**src/rtl/pipelined_decode_stage_if.sv**
```systemverilog
`default_nettype none
// ============================================================================
// Module   : pipelined_decode_stage_if
// Purpose  : IF/ID input, writeback and ID/EX output bundle of the decode stage.
// Revision : 1.0
// ============================================================================
interface pipelined_decode_stage_if #(
   parameter int XLEN = 32
);
   logic             in_valid;
   logic             in_ready;
   logic [31:0]      in_instr;
   logic [XLEN-1:0]  in_pc;
   logic             wb_en;
   logic [4:0]       wb_rd;
   logic [XLEN-1:0]  wb_data;
   logic             out_valid;
   logic             out_ready;
   logic [XLEN-1:0]  out_pc;
   logic [6:0]       out_opcode;
   logic [2:0]       out_fn3;
   logic [6:0]       out_fn7;
   logic [4:0]       out_rs1;
   logic [4:0]       out_rs2;
   logic [4:0]       out_rd;
   logic [XLEN-1:0]  out_rs1_val;
   logic [XLEN-1:0]  out_rs2_val;
   logic [XLEN-1:0]  out_imm;
   logic             out_alu_src;
   logic             out_reg_write;
   logic             out_is_load;
   logic             out_illegal;

   modport master (
      output in_valid, in_instr, in_pc, wb_en, wb_rd, wb_data, out_ready,
      input  in_ready, out_valid, out_pc, out_opcode, out_fn3, out_fn7,
             out_rs1, out_rs2, out_rd, out_rs1_val, out_rs2_val, out_imm,
             out_alu_src, out_reg_write, out_is_load, out_illegal
   );

   modport slave (
      input  in_valid, in_instr, in_pc, wb_en, wb_rd, wb_data, out_ready,
      output in_ready, out_valid, out_pc, out_opcode, out_fn3, out_fn7,
             out_rs1, out_rs2, out_rd, out_rs1_val, out_rs2_val, out_imm,
             out_alu_src, out_reg_write, out_is_load, out_illegal
   );
endinterface
`default_nettype wire

```
**src/rtl/pipelined_decode_stage.sv**
```systemverilog
`default_nettype none
// ============================================================================
// Module   : pipelined_decode_stage
// Purpose  : RV32I/E decode stage with register file, WB bypass, load-use stall.
// Revision : 1.0
// ============================================================================
module pipelined_decode_stage #(
   parameter int XLEN   = 32,
   parameter int NREGS  = 32,
   parameter int BYPASS = 1
) (
   input  logic                     clk,
   input  logic                     reset,
   input  logic                     flush,
   pipelined_decode_stage_if.slave  bus
);
   localparam int         AW      = (NREGS > 1) ? $clog2(NREGS) : 1;
   localparam logic [5:0] c_NREGS = 6'(NREGS);

   logic [XLEN-1:0] rf_q [NREGS];

   logic            out_valid_q;
   logic [XLEN-1:0] out_pc_q, out_rs1_val_q, out_rs2_val_q, out_imm_q;
   logic [6:0]      out_opcode_q, out_fn7_q;
   logic [2:0]      out_fn3_q;
   logic [4:0]      out_rs1_q, out_rs2_q, out_rd_q;
   logic            out_alu_src_q, out_reg_write_q, out_is_load_q, out_illegal_q;

   logic [6:0]      opcode_d, fn7_d;
   logic [2:0]      fn3_d;
   logic [4:0]      rs1_d, rs2_d, rd_d;
   logic [XLEN-1:0] rs1_val_d, rs2_val_d, imm_d;
   logic            alu_src_d, reg_write_d, is_load_d, illegal_d;
   logic            use1, use2;
   logic            is_r, is_i, is_s, is_b, is_u, is_j, use_rd;
   logic signed [31:0] imm32;
   logic            adv, haz, in_ready_w;

   function automatic logic idx_ok(input logic [4:0] idx);
      return ({1'b0, idx} < c_NREGS);
   endfunction

   // Operand read: x0 and out-of-range indices read zero; same-cycle WB is forwarded.
   function automatic logic [XLEN-1:0] read_reg(input logic [4:0] idx);
      if (idx == 5'd0 || !idx_ok(idx))
         return '0;
      if (BYPASS != 0 && bus.wb_en && bus.wb_rd == idx)
         return bus.wb_data;
      return rf_q[idx[AW-1:0]];
   endfunction

   always_comb begin
      opcode_d = bus.in_instr[6:0];
      rd_d     = bus.in_instr[11:7];
      fn3_d    = bus.in_instr[14:12];
      rs1_d    = bus.in_instr[19:15];
      rs2_d    = bus.in_instr[24:20];
      fn7_d    = bus.in_instr[31:25];

      is_r = (opcode_d == 7'b0110011);
      is_i = (opcode_d == 7'b0000011) || (opcode_d == 7'b0010011) ||
             (opcode_d == 7'b1100111) || (opcode_d == 7'b1110011);
      is_s = (opcode_d == 7'b0100011);
      is_b = (opcode_d == 7'b1100011);
      is_u = (opcode_d == 7'b0110111) || (opcode_d == 7'b0010111);
      is_j = (opcode_d == 7'b1101111);

      use1   = is_r | is_i | is_s | is_b;
      use2   = is_r | is_s | is_b;
      use_rd = is_r | is_i | is_u | is_j;

      illegal_d = !(is_r | is_i | is_s | is_b | is_u | is_j) ||
                  (use1 && !idx_ok(rs1_d)) || (use2 && !idx_ok(rs2_d)) ||
                  (use_rd && !idx_ok(rd_d));

      imm32 = '0;
      if (is_i)
         imm32 = {{20{bus.in_instr[31]}}, bus.in_instr[31:20]};
      else if (is_s)
         imm32 = {{20{bus.in_instr[31]}}, bus.in_instr[31:25], bus.in_instr[11:7]};
      else if (is_b)
         imm32 = {{19{bus.in_instr[31]}}, bus.in_instr[31], bus.in_instr[7],
                  bus.in_instr[30:25], bus.in_instr[11:8], 1'b0};
      else if (is_u)
         imm32 = {bus.in_instr[31:12], 12'b0};
      else if (is_j)
         imm32 = {{11{bus.in_instr[31]}}, bus.in_instr[31], bus.in_instr[19:12],
                  bus.in_instr[20], bus.in_instr[30:21], 1'b0};
      imm_d = {{(XLEN-31){imm32[31]}}, imm32[30:0]};

      alu_src_d   = !(is_r | is_b);
      reg_write_d = use_rd && (rd_d != 5'd0) && !illegal_d;
      is_load_d   = (opcode_d == 7'b0000011);

      rs1_val_d = read_reg(rs1_d);
      rs2_val_d = read_reg(rs2_d);

      adv = !out_valid_q || bus.out_ready;
      haz = out_valid_q && out_is_load_q && (out_rd_q != 5'd0) &&
            ((use1 && rs1_d == out_rd_q) || (use2 && rs2_d == out_rd_q));
      in_ready_w = adv && !haz && !flush && !reset;
   end

   always_ff @(posedge clk) begin
      if (reset) begin
         for (int i = 0; i < NREGS; i++)
            rf_q[i] <= '0;
         out_valid_q     <= 1'b0;
         out_pc_q        <= '0;
         out_opcode_q    <= '0;
         out_fn3_q       <= '0;
         out_fn7_q       <= '0;
         out_rs1_q       <= '0;
         out_rs2_q       <= '0;
         out_rd_q        <= '0;
         out_rs1_val_q   <= '0;
         out_rs2_val_q   <= '0;
         out_imm_q       <= '0;
         out_alu_src_q   <= 1'b0;
         out_reg_write_q <= 1'b0;
         out_is_load_q   <= 1'b0;
         out_illegal_q   <= 1'b0;
      end else begin
         // Writeback is independent of stall, backpressure and flush.
         if (bus.wb_en && bus.wb_rd != 5'd0 && idx_ok(bus.wb_rd))
            rf_q[bus.wb_rd[AW-1:0]] <= bus.wb_data;

         if (flush) begin
            out_valid_q <= 1'b0;
         end else if (adv) begin
            if (haz || !bus.in_valid) begin
               out_valid_q <= 1'b0;
            end else begin
               out_valid_q     <= 1'b1;
               out_pc_q        <= bus.in_pc;
               out_opcode_q    <= opcode_d;
               out_fn3_q       <= fn3_d;
               out_fn7_q       <= fn7_d;
               out_rs1_q       <= rs1_d;
               out_rs2_q       <= rs2_d;
               out_rd_q        <= rd_d;
               out_rs1_val_q   <= rs1_val_d;
               out_rs2_val_q   <= rs2_val_d;
               out_imm_q       <= imm_d;
               out_alu_src_q   <= alu_src_d;
               out_reg_write_q <= reg_write_d;
               out_is_load_q   <= is_load_d;
               out_illegal_q   <= illegal_d;
            end
         end
      end
   end

   assign bus.in_ready      = in_ready_w;
   assign bus.out_valid     = out_valid_q;
   assign bus.out_pc        = out_pc_q;
   assign bus.out_opcode    = out_opcode_q;
   assign bus.out_fn3       = out_fn3_q;
   assign bus.out_fn7       = out_fn7_q;
   assign bus.out_rs1       = out_rs1_q;
   assign bus.out_rs2       = out_rs2_q;
   assign bus.out_rd        = out_rd_q;
   assign bus.out_rs1_val   = out_rs1_val_q;
   assign bus.out_rs2_val   = out_rs2_val_q;
   assign bus.out_imm       = out_imm_q;
   assign bus.out_alu_src   = out_alu_src_q;
   assign bus.out_reg_write = out_reg_write_q;
   assign bus.out_is_load   = out_is_load_q;
   assign bus.out_illegal   = out_illegal_q;
endmodule
`default_nettype wire

```
**src/flat_wrapper.sv**
```systemverilog
// flat-port wrapper written by rule: the top's interface ports become plain ports
module pipelined_decode_stage_flat 
#(
   parameter int XLEN   = 32,
   parameter int NREGS  = 32,
   parameter int BYPASS = 1
)
  (clk, reset, flush, bus_in_valid, bus_in_instr, bus_in_pc, bus_wb_en, bus_wb_rd, bus_wb_data, bus_out_ready, bus_in_ready, bus_out_valid, bus_out_pc, bus_out_opcode, bus_out_fn3, bus_out_fn7, bus_out_rs1, bus_out_rs2, bus_out_rd, bus_out_rs1_val, bus_out_rs2_val, bus_out_imm, bus_out_alu_src, bus_out_reg_write, bus_out_is_load, bus_out_illegal);
  pipelined_decode_stage_if #(.XLEN(XLEN)) bus_i ();
  input  logic clk;
  input  logic reset;
  input  logic flush;
  input wire logic [$bits(bus_i.in_valid)-1:0] bus_in_valid;
  input wire logic [$bits(bus_i.in_instr)-1:0] bus_in_instr;
  input wire logic [$bits(bus_i.in_pc)-1:0] bus_in_pc;
  input wire logic [$bits(bus_i.wb_en)-1:0] bus_wb_en;
  input wire logic [$bits(bus_i.wb_rd)-1:0] bus_wb_rd;
  input wire logic [$bits(bus_i.wb_data)-1:0] bus_wb_data;
  input wire logic [$bits(bus_i.out_ready)-1:0] bus_out_ready;
  output wire logic [$bits(bus_i.in_ready)-1:0] bus_in_ready;
  output wire logic [$bits(bus_i.out_valid)-1:0] bus_out_valid;
  output wire logic [$bits(bus_i.out_pc)-1:0] bus_out_pc;
  output wire logic [$bits(bus_i.out_opcode)-1:0] bus_out_opcode;
  output wire logic [$bits(bus_i.out_fn3)-1:0] bus_out_fn3;
  output wire logic [$bits(bus_i.out_fn7)-1:0] bus_out_fn7;
  output wire logic [$bits(bus_i.out_rs1)-1:0] bus_out_rs1;
  output wire logic [$bits(bus_i.out_rs2)-1:0] bus_out_rs2;
  output wire logic [$bits(bus_i.out_rd)-1:0] bus_out_rd;
  output wire logic [$bits(bus_i.out_rs1_val)-1:0] bus_out_rs1_val;
  output wire logic [$bits(bus_i.out_rs2_val)-1:0] bus_out_rs2_val;
  output wire logic [$bits(bus_i.out_imm)-1:0] bus_out_imm;
  output wire logic [$bits(bus_i.out_alu_src)-1:0] bus_out_alu_src;
  output wire logic [$bits(bus_i.out_reg_write)-1:0] bus_out_reg_write;
  output wire logic [$bits(bus_i.out_is_load)-1:0] bus_out_is_load;
  output wire logic [$bits(bus_i.out_illegal)-1:0] bus_out_illegal;
  assign bus_i.in_valid = bus_in_valid;
  assign bus_i.in_instr = bus_in_instr;
  assign bus_i.in_pc = bus_in_pc;
  assign bus_i.wb_en = bus_wb_en;
  assign bus_i.wb_rd = bus_wb_rd;
  assign bus_i.wb_data = bus_wb_data;
  assign bus_i.out_ready = bus_out_ready;
  assign bus_in_ready = bus_i.in_ready;
  assign bus_out_valid = bus_i.out_valid;
  assign bus_out_pc = bus_i.out_pc;
  assign bus_out_opcode = bus_i.out_opcode;
  assign bus_out_fn3 = bus_i.out_fn3;
  assign bus_out_fn7 = bus_i.out_fn7;
  assign bus_out_rs1 = bus_i.out_rs1;
  assign bus_out_rs2 = bus_i.out_rs2;
  assign bus_out_rd = bus_i.out_rd;
  assign bus_out_rs1_val = bus_i.out_rs1_val;
  assign bus_out_rs2_val = bus_i.out_rs2_val;
  assign bus_out_imm = bus_i.out_imm;
  assign bus_out_alu_src = bus_i.out_alu_src;
  assign bus_out_reg_write = bus_i.out_reg_write;
  assign bus_out_is_load = bus_i.out_is_load;
  assign bus_out_illegal = bus_i.out_illegal;
  pipelined_decode_stage #(.XLEN(XLEN), .NREGS(NREGS), .BYPASS(BYPASS)) u_core (.clk(clk), .reset(reset), .flush(flush), .bus(bus_i));
endmodule
```
**config.mk**
```make
export PLATFORM = sky130hd
export DESIGN_NAME = pipelined_decode_stage_flat
export DESIGN_NICKNAME = d
export VERILOG_FILES = /design/src/rtl/pipelined_decode_stage_if.sv /design/src/rtl/pipelined_decode_stage.sv /design/src/flat_wrapper.sv
export SDC_FILE = /design/constraint.sdc
export NUM_CORES = 2
export LEC_CHECK = 0
export ABC_AREA = 1
export ABC_CLOCK_PERIOD_IN_PS = 3850
export BUFFER_PORTS_ARGS = -buffer_cell sky130_fd_sc_hd__buf_2
export CORE_MARGIN = 2
export CORE_UTILIZATION = 50
export CTS_BUF_LIST = sky130_fd_sc_hd__clkbuf_16
export CTS_CLUSTER_SIZE = 14
export DETAILED_ROUTE_END_ITERATION = 12
export PLACE_DENSITY_LB_ADDON = 0.2
export SYNTH_ARGS = -nofsm -noshare
export SYNTH_HDL_FRONTEND = slang
export SYNTH_SLANG_ARGS = --single-unit
```
**constraint.sdc**
```tcl
create_clock -name clk -period 3.85 [get_ports clk]
set_clock_uncertainty 0.2 [all_clocks]
set_input_delay 0.5775 -clock clk [delete_from_list [all_inputs] [get_ports clk]]
set_output_delay 0.5775 -clock clk [all_outputs]
set_load 0.1 [all_outputs]
```
; ---- Yosys cells after proc, flatten, opt, wreduce, memory -nomap -nowiden
; Memories as Yosys holds them, arrays and structs flattened.
; Cells that the tools add are included.
[word_totals]
ram_bits = 1024
in_bits = 107
reg_bits = 165
out_inout_bits = 166
elab_cells = 105
n_memories = 1
[op_classes]
muxes = 28
n_reduce_logical = 35
eq_ne = 14
bitwise = 12
[mem_list]
columns = name, depth, width, read_ports, rd_ports_with_merged_regs, wr, line_no
row1 = u_core.rf_q, 32, 32, 2, 0, 32, pipelined_decode_stage.sv:20  ; logic [XLEN-1:0] rf_q [NREGS];
[ops]
columns = operator, n
row1 = $mux 32, 14
row2 = $reduce_or 32->1, 1
row3 = $eq 7x7->1 const B, 4
row4 = $eq 7x6->1 const B, 3
row5 = $eq 5x5->1, 4
row6 = $reduce_bool 5->1, 3
row7 = $eq 7x5->1 const B, 2
row8 = $logic_and 1x1->1, 13
row9 = $mux 1, 13
row10 = $logic_not 5->1, 2
row11 = $or 1x1->1, 10
row12 = $eq 7x2->1 const B, 1
row13 = $logic_not 1->1, 7
row14 = $logic_or 1x1->1, 7
row15 = $mux 5, 1
row16 = $reduce_and 3->1, 1
row17 = $not 1->1, 2
row18 = $reduce_or 2->1, 1

; ---- Logic depth before layout (Yosys ltp)
[depth]
ltp_word = 14
depth_mapped = 16

; ---- Worst setup path before layout
; No wires, ideal clock.
[synth_timing]
path_kind = register -> output
from = reg u_core.out_rd_q[1] (netlist: u_core.bus.out_rd[1])
to = out bus_in_ready
setup_slack_ns = 0.752
t_required_ns = 3.072
arrival_time_ns = 2.321
path_stages_with_launch = 8
path_buffers = 0
path_cell_list = dfxtp_1 > inv_1 > nand2_1 > a21oi_1 > nand3_1 > nand2_1 > nand2_4 > and2_1
[synth_via]
elab_chain_len = 8
[synth_rtl]
columns = item, line_no
row1 = "start, declared", pipelined_decode_stage.sv:26  ; logic [4:0] out_rs1_q, out_rs2_q, out_rd_q;
row2 = "start signal, assigned", pipelined_decode_stage.sv:141  ; out_rd_q <= rd_d;
row3 = $eq 5x5->1, pipelined_decode_stage.sv:100  ; ((use1 && rs1_d == out_rd_q) || (use2 && rs2_d == out_rd_q));
row4 = $logic_and 1x1->1, pipelined_decode_stage.sv:100
row5 = $logic_or 1x1->1, pipelined_decode_stage.sv:100
row6 = $logic_and 1x1->1 *, pipelined_decode_stage.sv:99  ; haz = out_valid_q && out_is_load_q && (out_rd_q != 5'd0) &&
row7 = $logic_not 1->1 *, pipelined_decode_stage.sv:101  ; in_ready_w = adv && !haz && !flush && !reset;
row8 = $logic_and 1x1->1 * (3 in series), pipelined_decode_stage.sv:101
row9 = "end, declared", flat_wrapper.sv:20  ; output wire logic [$bits(bus_i.in_ready)-1:0] bus_in_ready;
; Mark *: on every way between the ends. The rest lies on a longest branch, timed or not.

; ---- Worst setup path after layout
[layout_timing]
from = in bus_in_instr[4]
to = out bus_in_ready
[layout_via]
elab_chain_len = 14
[layout_rtl]
columns = item, line_no
row1 = "start, declared", flat_wrapper.sv:14  ; input wire logic [$bits(bus_i.in_instr)-1:0] bus_in_instr;
row2 = $eq 7x2->1 or $eq 7x5->1 (tied branches), pipelined_decode_stage.sv:61  ; is_i = (opcode_d == 7'b0000011) || (opcode_d == 7'b0010011) ||
row3 = $logic_or 1x1->1 (2 in series), pipelined_decode_stage.sv:61
row4 = $logic_or 1x1->1, pipelined_decode_stage.sv:62  ; (opcode_d == 7'b1100111) || (opcode_d == 7'b1110011);
row5 = $or 1x1->1 (3 in series), pipelined_decode_stage.sv:68  ; use1 = is_r | is_i | is_s | is_b;
row6 = $logic_and 1x1->1, pipelined_decode_stage.sv:100
row7 = $logic_or 1x1->1 *, pipelined_decode_stage.sv:100
row8 = $logic_and 1x1->1 *, pipelined_decode_stage.sv:99
row9 = $logic_not 1->1 *, pipelined_decode_stage.sv:101
row10 = $logic_and 1x1->1 * (3 in series), pipelined_decode_stage.sv:101
; Marks and branches as above.

==> out/results.ini <==
[setup_path]
start_kind=input pin
crit_start=bus_in_instr[4]
worst_r2r_path_depth=11
crit_slowest_cell=dlygate4sd3_1
arrival_ps=2730
r2r-end=u_core.bus.out_pc[8]
required_ps=3070
cp_slowest_stage_delay_ps=560
rr_startpoint=u_core.bus.out_rd[2]
cp_common_cell=nor2_2
crit_family=buffers and inverters
path_cells=dlygate4sd3_1 > buf_2 > inv_1 > nand2_2 > nor2_2 > nand2_1 > nand3_2 > nor2_2 > nor2_2 > nand2_4 > and2_1 > buf_2
endpoint_kind=output pin
cp.depth=12
path_class=input pin to output pin
r2r_slack_ps=1340
worst-path-buf-inv=4
worstPathMaxFanout=9
crit_end=bus_in_ready

[logic_synthesis]
syn_area_um2=65230
syn_inst=8626
yosys_warnings=0
synth.top_cell.area_share=0.4714
ys_seq_elements=1189
synth_cell_type_count=32
synth_edf_count=1024
synth.largest_area_cell=edfxtp_1
yosysMostFrequentCell=nand2_1
ys_async_sr_fraction=0
syn_area_per_cell_um2=7.562
synth_area_leaders=edfxtp_1 (47%), nand2_1 (15%), nor2_1 (10%)
synth_common_cells=nand2_1 (2550), nor2_1 (1822), edfxtp_1 (1024), nand3_1 (869), inv_1 (614)
ys_seq_area_frac=0.5221
ys.flop_type=edfxtp_1

[timing]
slew_headroom=0.2986
setup_slack_ps=340.4
fmax_ghz=0.2849
fin_crit_ps=3510
worst_pin_slew_ps=1051
setup_violations=0
hold_violations=0
final.setup.tns_ps=0
final-max-slew-violation-count=0
rsz0062_at_grt=false
finalCritPeriodShare=0.9116

[job]
drv_cap=0

[final_layout]
syn_to_final_growth_pct=13.38
drive_gt1_frac=0.09828
utilization=0.5711
layout.nets=8809
final_area_um2=73950
fin_cells=10560

[route]
first_iter_violations=9364
routedWlPerCell_um=24.23
remaining_drc_errors=0
viasPerCell=5.922
drt_pass1_iterations=7
detail-route-antenna-nets=0
num_vias=62540
wirelength_mm=255.9

[floorplanning]
die_area_um2=133400
die_h_um=365.2
fp.coreArea_um2=129500
start_util=0.5037
io_pins=273
rows=132
die_w_um=365.2

[pwr]
power.density_nw_per_um2=450.3
seqPwrFrac=0.453
sw_frac_of_total=0.2970
comb_power_share=0.158
p_switching_uw=9892
ir_worst_vdd_uv=451.7
power_leakage_uw=0.03248
clkPwrFrac=0.389
p_int_uw=23410

[clock_tree]
cts-root-buf=clkbuf_16
cts.reportedPaths.clkPinSlew_ps=60
clk_latency_ps=800
cts_max_level=4
cts_tree=built
clockBufferDepth=3
cts_buffers=137
cts.sinks=1189

[min_path]
hold_depth=3
hold_path_class=input pin to register

[placement]
dp_cells=10250
hpwl_mm=155.8
dp_slack_ps=516.7
placed_cell_area_um2=68980
port_buffers=272
gp_congestion=0.9501

[global_route]
grt_pass1_wl_mm=373.1
grt_usage=0.3779
overflow=0
antenna_found_initial=12
grt_max_degree=128
grt_pass1_vias=58590

[status]
outcome=finished, final reports clean

## power by group through the flow
stage | Clock (uW) | Combinational, uW | Sequential (uW)
4_1_cts | 13000 | 5110 | 15100
3_5_place_dp | 0 | 5040 | 15300
2_1_floorplan | 0 | 2580 | 15900
5_1_grt | 13500 | 5570 | 15100
3_3_place_gp | 0 | 4990 | 15300
6_report | 13000 | 5260 | 15100
## cell type report
type	instances	area [um^2]
timing repair buffer	595	4735
sequential	1189	34050
antenna	7	17.52
clock inverter	104	749.5
multi-input combinational	6113	26060
fill	11860	55530
tap	1742	2180
inverter	666	2530
clock buffer	145	3628
## cell usage in the layout, fill, tap and decap left out, drive strengths merged
master and instances:
a21oi 266, nor3 15, o22ai 6, clkbuf 145, nand2 2552, and2 1, clkinv 104, or2 74
o2111ai 1, dlygate4sd3 58, xnor2 1, diode 7, o31ai 1, dfxtp 165, xor2 4, buf 537
nand4 79, inv 655, conb 32, o211ai 237, nor4 3, bufinv 10, nor2 1830, clkinvlp 1
nand3 871, o21ai 140, edfxtp 1024
## routing by layer
layer | vias to the layer above | part of all wire | GRT usage
met2 | 4453 | 0.44 | 0.5741
met4 | 12 | 0.078 | 0.2722
met3 | 938 | 0.12 | 0.08278
met1 | 29260 | 0.36 | 0.4771
li1 | 27890 | - | -
met5 | - | 0.00076 | 0.008351
## flip-flops by register name (all words and copies together) (netlist names), 7 cells and up
| register | flops |
|---|---|
| u_core.bus.out_fn7 | 7 |
| u_core.bus.out_imm | 32 |
| u_core.bus.out_opcode | 7 |
| u_core.bus.out_pc | 32 |
| u_core.bus.out_rs1_val | 32 |
| u_core.bus.out_rs2_val | 32 |
| u_core.rf_q | 1024 |
## worst min path at each step
| stage | from | to | slack (ps) |
|---|---|---|---|
| 2_1_floorplan | flush | u_core.bus.out_valid | 450 |
| 3_3_place_gp | u_core.bus.out_pc[30] | u_core.bus.out_pc[30] | 230 |
| 3_5_place_dp | u_core.bus.out_pc[4] | u_core.bus.out_pc[4] | 230 |
| 4_1_cts | bus_wb_data[5] | u_core.rf_q[1][5] | 4 |
| 5_1_grt | bus_wb_data[5] | u_core.rf_q[3][5] | 60 |
| 6_report | bus_wb_data[5] | u_core.rf_q[1][5] | 40 |
## worst min-delay path: cells and delay by family
family | cells | cell delay [ps]
AND/OR/NAND/NOR | 1 | 130
buffers and inverters | 2 | 210
## timing repair
action | 4_1_cts | 5_1_grt
hold buffers | 58 | 0
gates resized for setup | 0 | 0
hold endpoints to repair | 71 | 0
setup buffers | 0 | 0
## kinds of logic (layout without fill, tap and decap cells)
kind of cell	Yosys count	count (layout)	synth area share
AOI/OAI and AO/OA	651	651	0.05931
xor gates and xnor gates	5	5	0.0006714
buffers and inverters	1355	1510	0.08206
DFF	1189	1189	0.5221
other	1	39	0.00005749
and+or+nand+nor	5425	5425	0.3358
## stage by stage
stage          hold slack (ps)  power (uW)
6_report                 39.86       33300
5_1_grt                  56.01       34230
4_1_cts                  3.886       33190
3_5_place_dp             234.6       20360
3_3_place_gp             229.9       20280
2_1_floorplan            454.3       18530
Note: power is estimated with default switching activity, not from simulation.
